### src/rtl/corelet_ctrl.sv
// corelet_ctrl
// Sequences one tile through the corelet: kernel words are streamed from the
// activation SRAM into L0, loaded into the PE array, activations are streamed
// into L0 and executed, then the output FIFO is drained into the psum SRAM.
//
// Ports
//   clk, reset          single clock, asynchronous active-high reset
//   start               one-cycle tile request, only honoured in IDLE
//   len                 activation vector count, latched on accepted start
//   kbase, abase        kernel / activation SRAM base addresses, latched on start
//   ofifo_valid         output FIFO holds at least one entry
//   inst                34-bit corelet instruction word
//   xmem_rd, xmem_addr  activation SRAM read enable / address
//   pmem_wr, pmem_addr  psum SRAM write enable / address
//   busy, done          tile in progress / one-cycle completion pulse
module corelet_ctrl #(
  parameter int row     = 8,
  parameter int col     = 8,
  parameter int addr_bw = 11,
  parameter int len_bw  = 8
) (
  input  logic               clk,
  input  logic               reset,
  input  logic               start,
  input  logic [len_bw-1:0]  len,
  input  logic [addr_bw-1:0] kbase,
  input  logic [addr_bw-1:0] abase,
  input  logic               ofifo_valid,
  output logic [33:0]        inst,
  output logic               xmem_rd,
  output logic [addr_bw-1:0] xmem_addr,
  output logic               pmem_wr,
  output logic [addr_bw-1:0] pmem_addr,
  output logic               busy,
  output logic               done
);

  localparam int CNT_W = len_bw + 1;
  localparam logic [CNT_W-1:0] ROW_C    = CNT_W'(row);
  localparam logic [CNT_W-1:0] KLD_LAST = CNT_W'(row + col - 1);

  typedef enum logic [2:0] {IDLE, KW_L0, K_LD, AW_L0, EXEC, DRAIN, DONE} state_t;

  state_t             state, state_n;
  logic [CNT_W-1:0]   cnt, cnt_n;
  logic [len_bw-1:0]  len_q;
  logic [addr_bw-1:0] kbase_q, abase_q;
  logic [CNT_W-1:0]   len_e;
  logic               accept;
  logic               rd_n;
  logic               xrd_n;
  logic [addr_bw-1:0] xaddr_n;
  logic [1:0]         mac_op_n;
  logic               l0_wr_n, l0_rd_n;

  // Next-state decode. cnt counts cycles inside a state and is cleared on
  // every entry; in DRAIN it instead counts the OFIFO reads issued so far.
  // All outputs below are registered from the next state/count so that each
  // output lines up with the state the FSM is actually in that cycle.
  always_comb begin
    accept   = (state == IDLE) && start;
    len_e    = {1'b0, len_q};
    state_n  = state;
    cnt_n    = cnt + 1'b1;
    rd_n     = 1'b0;
    case (state)
      IDLE: begin
        cnt_n = '0;
        if (start) state_n = KW_L0;
      end
      KW_L0: begin
        if (cnt == ROW_C) begin
          state_n = K_LD;
          cnt_n   = '0;
        end
      end
      K_LD: begin
        if (cnt == KLD_LAST) begin
          state_n = (len_q == '0) ? DONE : AW_L0;
          cnt_n   = '0;
        end
      end
      AW_L0: begin
        if (cnt == len_e) begin
          state_n = EXEC;
          cnt_n   = '0;
        end
      end
      EXEC: begin
        if (cnt == len_e - 1'b1) begin
          state_n = DRAIN;
          cnt_n   = '0;
        end
      end
      DRAIN: begin
        cnt_n = cnt;
        // The final psum write is the one seen after all reads are issued
        // and no read is still in flight on inst[6].
        if (pmem_wr && !inst[6] && (cnt == len_e)) begin
          state_n = DONE;
          cnt_n   = '0;
        end else if (ofifo_valid && (cnt < len_e)) begin
          rd_n  = 1'b1;
          cnt_n = cnt + 1'b1;
        end
      end
      DONE: begin
        state_n = IDLE;
        cnt_n   = '0;
      end
      default: begin
        state_n = IDLE;
        cnt_n   = '0;
      end
    endcase

    // L0 fill phases: SRAM read for the first N counts, L0 write one cycle
    // later to cover the SRAM read latency.
    xrd_n    = ((state_n == KW_L0) && (cnt_n < ROW_C)) ||
               ((state_n == AW_L0) && (cnt_n < len_e));
    xaddr_n  = (state_n == AW_L0) ? abase_q + addr_bw'(cnt_n)
                                  : (accept ? kbase : kbase_q) + addr_bw'(cnt_n);
    l0_wr_n  = ((state_n == KW_L0) || (state_n == AW_L0)) && (cnt_n != '0);
    l0_rd_n  = (state_n == K_LD) || (state_n == EXEC);
    mac_op_n = 2'b00;
    if ((state_n == K_LD) && (cnt_n < ROW_C)) mac_op_n = 2'b01;
    if (state_n == EXEC) mac_op_n = 2'b10;
  end

  // State, latched tile parameters and every output register. The SFP
  // accumulate bit and the psum write both trail the OFIFO read by a cycle.
  always_ff @(posedge clk or posedge reset) begin
    if (reset) begin
      state     <= IDLE;
      cnt       <= '0;
      len_q     <= '0;
      kbase_q   <= '0;
      abase_q   <= '0;
      inst      <= '0;
      xmem_rd   <= 1'b0;
      xmem_addr <= '0;
      pmem_wr   <= 1'b0;
      pmem_addr <= '0;
      busy      <= 1'b0;
      done      <= 1'b0;
    end else begin
      state <= state_n;
      cnt   <= cnt_n;
      if (accept) begin
        len_q   <= len;
        kbase_q <= kbase;
        abase_q <= abase;
      end
      xmem_rd <= xrd_n;
      if (xrd_n) xmem_addr <= xaddr_n;
      inst    <= {inst[6], 26'b0, rd_n, 2'b00, l0_rd_n, l0_wr_n, mac_op_n};
      pmem_wr <= inst[6];
      if (accept)       pmem_addr <= '0;
      else if (pmem_wr) pmem_addr <= pmem_addr + 1'b1;
      busy <= (state_n != IDLE);
      done <= (state_n == DONE);
    end
  end

endmodule

### config.mk
export PLATFORM = sky130hd
export DESIGN_NAME = corelet_ctrl
export DESIGN_NICKNAME = d
export VERILOG_FILES = /design/src/rtl/corelet_ctrl.sv
export SDC_FILE = /design/constraint.sdc
export NUM_CORES = 1
export LEC_CHECK = 0
export ABC_AREA = 1
export ABC_CLOCK_PERIOD_IN_PS = 9000
export CAP_MARGIN = 10
export CORE_MARGIN = 2
export CORE_UTILIZATION = 45
export DETAILED_ROUTE_END_ITERATION = 6
export GPL_ROUTABILITY_DRIVEN = 0
export PLACE_DENSITY = 0.71
export SETUP_SLACK_MARGIN = 0.5
export SKIP_CTS_REPAIR_TIMING = 1
export SLEW_MARGIN = 25
export SYNTH_ARGS = -nofsm -noshare
export SYNTH_HDL_FRONTEND = slang
export SYNTH_SLANG_ARGS = --single-unit
### constraint.sdc
create_clock -name clk -period 9 [get_ports clk]
set_input_delay 2.7 -clock clk [delete_from_list [all_inputs] [get_ports clk]]
set_output_delay 2.7 -clock clk [all_outputs]
set_load 0.05 [all_outputs]
======== Word-level counts from Yosys, hierarchy flattened ========
Index checks and enable logic that the tools add are counted.
word-level totals
  register bits after elaboration ......... 74
  bits of input ports ..................... 34
  output and inout port bits .............. 60
  word-level logic and storage cells ...... 75
cells by class
  $add $sub $neg .......................... 5
  $lt $le $gt $ge ......................... 3
  equality and inequality tests ........... 14
  muxes and demuxes ....................... 24
  reductions and logical operators ........ 17
operator list
  operator                                                               count
  9-bit 2-to-1 mux                                                       6
  9-bit one-hot mux with 5 select lines                                  1
  11-bit 2-to-1 mux                                                      4
  11-bit by 9-bit adder with 11-bit output                               2
  3-bit 2-to-1 mux                                                       7
  9-bit by 4-bit == test with 1-bit output (second input constant)       2
  9-bit by 8-bit < comparator with 1-bit output                          2
  3-bit one-hot mux with 6 select lines                                  1
  3-bit by 2-bit == test with 1-bit output (second input constant)       4
  3-bit == test (second input constant)                                  4
  11-bit by 1-bit adder with 11-bit output (second input constant)       1
  9-bit by 1-bit adder with 9-bit output (second input constant)         1
  9-bit by 8-bit == test with 1-bit output                               1
  9-bit == test                                                          1
  9-bit by 4-bit < comparator with 1-bit output (second input constant)  1
  9-bit nonzero test                                                     1
  8-bit by 1-bit subtractor with 9-bit output (second input constant)    1
  1-bit logical AND                                                      8
  8-bit zero test                                                        1
  3-bit by 1-bit == test with 1-bit output (second input constant)       2
  1-bit 2-to-1 mux                                                       4
  3-bit zero test                                                        1
  1-bit logical OR                                                       3
  3-bit nonzero test                                                     1
  other kinds (3)                                                        3

======== Longest topological paths before layout ========
  word-level depth ........................ 9
  gate-level depth with buffers ........... 30
  gate-level depth less buffers ........... 30

======== Worst setup path before layout ========
Ideal clock, no wire load.
  kind .................................... input to register
  start ................................... in start
  end ..................................... reg xmem_addr[10]
  library setup time ...................... 66 ps
  arrival time ............................ 5,411 ps
  data required time ...................... 8,934 ps
  setup slack ............................. 3,523 ps
  stages .................................. 22
  buffers on the path ..................... 2
  cell sequence ........................... nand3_1 > inv_1 > clkbuf_1 > buf_1 > nand2_1 > nand2_1 > nand2_1 > o21ai_0 > ha_1 > fa_1 > nand3_1 > nand2_1 > a21o_1 > a21oi_1 > nor2_1 > o21ai_0 > nand2_1 > a21o_1 > nand2_1 > xor2_1 > nand2_1 > nand2_1
on the way
  cells in the longest elaborated chain, start to end .. 5
  elaborated cells between the ends (all ways) .. 11
  those cells by class .................... 1 x add/sub; 2 x eq/ne; 4 x mux; 4 x reduce/logical
ends and longest elaborated chain
  item                                                                              RTL line  RTL
  start: declaration                                                                24        input logic start,
  branches (longest 5 deep; another with 11-bit by 9-bit adder with 11-bit output)  -
  end signal: assignment                                                            155       if (xrd_n) xmem_addr <= xaddr_n;
  end: declaration                                                                  31        output logic [addr_bw-1:0] xmem_addr,
Parallel ways; which one is timed is not known.
A chain may end at the register's enable or synchronous reset.

======== Worst setup path in the final report ========
Same ends and word-level chain as after synthesis.

==> qor.yml <==
synthesis:
  yosys_warnings: 0
  yosysUniqueCellTypes: 45
  postSynth.topFlopCell: "sky130_fd_sc_hd__dfrtp_1"
  synthesis.area_per_instance_sq_um: 7.78
  synth.yosys.seq_area_share: 0.396
  synth-async-reset-ratio: 1.00
  mappedNetlistArea_sq_um: 4610
  postSynthRegisterBits: 73
  syn-instance-count: 593
  synth-edff-count: 0
route:
  post-route-drc-count: 0
  wirelength_per_cell_um: 12.8
  vias_per_cell: 4.96
  dr.first_iter.drc_count: 152
  detail-route-antenna-nets: 0
  detailedRoute.firstPassIterationCount: 4
  drt_wl_total_um: 10200
  route.vias.total: 3940
die:
  effective_utilization_at_floorplan: 0.468
  num_rows: 36
  dieHeight_um: 105
  coreArea_sq_um: 9860
  floorplan.die.width_um: 105
  die-area_sq_um: 11100
  design.portCount: 94
final_layout:
  leading_cell_type_in_the_layout_fill_and_taps_excluded: "sky130_fd_sc_hd__nand2_1"
  final_design_area_no_fill_sq_um: 5450
  leading_cell_types_in_the_layout_fill_and_taps_excluded: "sky130_fd_sc_hd__nand2_1 (157), sky130_fd_sc_hd__dfrtp_1 (73), sky130_fd_sc_hd__clkdlybuf4s50_1 (65), sky130_fd_sc_hd__inv_1 (55), sky130_fd_sc_hd__nand3_1 (40)"
  filler_cell_count: 921
  n_antenna_cell: 0
  area.growth.synth_to_final_pct: 18.1
  num-nets-final: 722
  final_layout_size_suffix_gt1_frac: 0.0891
sta:
  report.final.hold_viol_count: 0
  post-route-min-period_ns: 6.03
  worst_slew_margin_rel: 0.480
  worst_pin_slew_ns: 0.780
  setup_total_negative_slack_ns: 0
  rsz0062_at_grt: "no"
  final.setup_skew_ns: 0.00966
  max_clock_freq_ghz: 0.166
  maxSlewViolCount: 0
  timing.final.crit_share: 0.670
  final-setup-viol-count: 0
global_route:
  grt_start_max_net_pins: 74
  remaining_overflow_grt: 0
  antenna_found_initial: 0
  grt_pass1_wl_um: 17300
  globalRouteTotalUtil: 0.194
  first_global_vias: 3723
cts:
  numClockSinks: 73
  htree_levels: 3
  clk_transition_reported_paths_ns: 0.07
  clock_tree_from_tritoncts: "done"
  max-clock-path-buffers: 2
  cts.root.buffer_cell: "sky130_fd_sc_hd__clkbuf_8"
  tritoncts.num_buffers: 9
  insertion_delay_ns: 0.35
setup_path:
  cp_top_family: "buffers and inverters"
  timing.critical_path.slowest_stage_cell: "sky130_fd_sc_hd__inv_1"
  critPathLaunchType: "primary input"
  max_stage_delay_ns: 0.41
  critical_path.max_fanout: 31
  cp_data_arrival_time_ns: 6.32
  ff2ff_setup_slack_ns: 4.83
  path_class: "in2reg"
  critical_path_cell_by_cell: "clkdlybuf4s50_1 > nand3_1 > buf_4 > inv_1 > nand2_1 > nand2_1 > nand2_1 > o21ai_0 > ha_1 > fa_1 > nand3_1 > nand2_1 > a21o_1 > a21oi_1 > nor2_1 > o21ai_0 > nand2_1 > a21o_1 > nand2_1 > xor2_1 > nand2_1 > nand2_1"
  path_common_cell: "sky130_fd_sc_hd__nand2_1"
  critical_path_required_ns: 9.29
  worst_setup_path_end_kind: "flop"
  critical_path_buf_inv_count: 3
placed_design:
  port-buffer-count: 65
  detailed_place.area_sq_um: 5280
  post-dp-hpwl_um: 7810
pwr:
  power.ir.vdd_worst_mv: 0.0609
  power_leakage_nw: 2.73
  p_per_area_nw_per_um2: 108
min_path:
  timing.hold.worst.class: "reg2reg"
flow_run:
  cap_viol_max_count: 0
outcome:
  outcome: "completed"
-- cell families after synthesis --
| logic type | after synthesis | synth area share |
|---|---|---|
| and+or+nand+nor | 282 | 0.269 |
| other | 1 | 0.000813 |
| AOI/OAI and AO/OA | 77 | 0.0979 |
| xor gates and xnor gates | 21 | 0.0399 |
| DFF | 73 | 0.396 |
| buffers and inverters | 110 | 0.116 |
| adders and majority gates | 29 | 0.0803 |
-- per-layer routing --
| layer | global-route usage | up-vias | wire length [um] |
|---|---|---|---|
| li1 | - | 1994 | - |
| met1 | 0.252 | 1838 | 4810 |
| met2 | 0.322 | 95 | 4840 |
| met3 | 0.0427 | 13 | 387 |
| met4 | 0.0619 | 0 | 122 |
| met5 | 0 | - | 0 |
-- synthesized netlist by cell type, types with 6 or more instances --
| cell type | number | area (sq um) |
|---|---|---|
| sky130_fd_sc_hd__nand2_1 | 157 | 589 |
| sky130_fd_sc_hd__dfrtp_1 | 73 | 1830 |
| sky130_fd_sc_hd__inv_1 | 56 | 210 |
| sky130_fd_sc_hd__nand3_1 | 40 | 200 |
| sky130_fd_sc_hd__nor2_1 | 37 | 139 |
| sky130_fd_sc_hd__o21ai_0 | 37 | 185 |
| sky130_fd_sc_hd__buf_4 | 30 | 225 |
| sky130_fd_sc_hd__ha_1 | 28 | 350 |
| sky130_fd_sc_hd__a21oi_1 | 18 | 90.1 |
| sky130_fd_sc_hd__xor2_1 | 15 | 131 |
| sky130_fd_sc_hd__nor3_1 | 13 | 65.1 |
| sky130_fd_sc_hd__inv_2 | 11 | 41.3 |
| sky130_fd_sc_hd__nor2_2 | 9 | 56.3 |
| sky130_fd_sc_hd__clkbuf_1 | 8 | 30.0 |
| sky130_fd_sc_hd__nand2_2 | 7 | 43.8 |
| sky130_fd_sc_hd__nand4_1 | 6 | 37.5 |
| sky130_fd_sc_hd__xnor2_1 | 6 | 52.6 |
-- path summary, 6_finish.rpt --
check	startpoint	end	depth (start not counted)
setup / recovery	start	xmem_addr[10]	22
hold / removal	inst[6]	inst[33]	0
setup reg to reg	len_q[0]	xmem_addr[10]	28
hold reg to reg	inst[6]	inst[33]	0
max in group asynchronous	reset	abase_q[8]	4
min in group asynchronous	reset	inst[1]	3
-- report_power, final --
part | internal (mW) | switching [mW] | total, mW
logic | 0.0138 | 0.0345 | 0.0484
registers | 0.328 | 0 | 0.328
clock network | 0.0955 | 0.118 | 0.214
total | 0.437 | 0.153 | 0.590
-- final cells by class --
cell class / instances / area [sq um] / area share
clock buffer: 10 / 128 / 0.0234
sequential: 73 / 1830 / 0.335
tap: 133 / 166 / 0.0305
clock inverter: 4 / 22.5 / 0.00413
timing repair buffer: 69 / 693 / 0.127
multi-input combinational: 437 / 2350 / 0.432
inverter: 69 / 260 / 0.0478
-- worst register-to-register path: cells and delay by family, from the launching register on --
family | cells | cell delay [ns]
XOR/XNOR | 1 | 0.15
AND/OR/NAND/NOR | 17 | 1.54
AO/OA/AOI/OAI | 5 | 0.80
flip-flops | 1 | 0.42
buffers and inverters | 3 | 0.44
adder cells (fa/ha/maj) | 2 | 0.77
-- registers in the layout, indices dropped and copies added (netlist names) --
| name | count |
|---|---|
| abase_q | 11 |
| kbase_q | 11 |
| pmem_addr | 11 |
| xmem_addr | 11 |
| cnt | 9 |
| len_q | 8 |
| inst | 6 |
| state | 3 |
| busy | 1 |
| done | 1 |
| xmem_rd | 1 |
-- through the flow --
stage / instances / setup WS (ns) / power (mW) / hold slack [ns] / util
final: 795 / 2.97 / 0.590 / 0.424 / 0.552
after global placement: 780 / 2.72 / 0.382 / 0.405 / 0.535
after CTS: 794 / 2.99 / 0.596 / 0.423 / 0.550
after detailed placement: 780 / 2.64 / 0.382 / 0.407 / 0.535
after global routing: 795 / 2.60 / 0.616 / 0.447 / 0.552
after floorplan: 620 / 3.52 / 0.374 / 0.444 / -
Note: power is estimated with default switching activity, not from simulation.
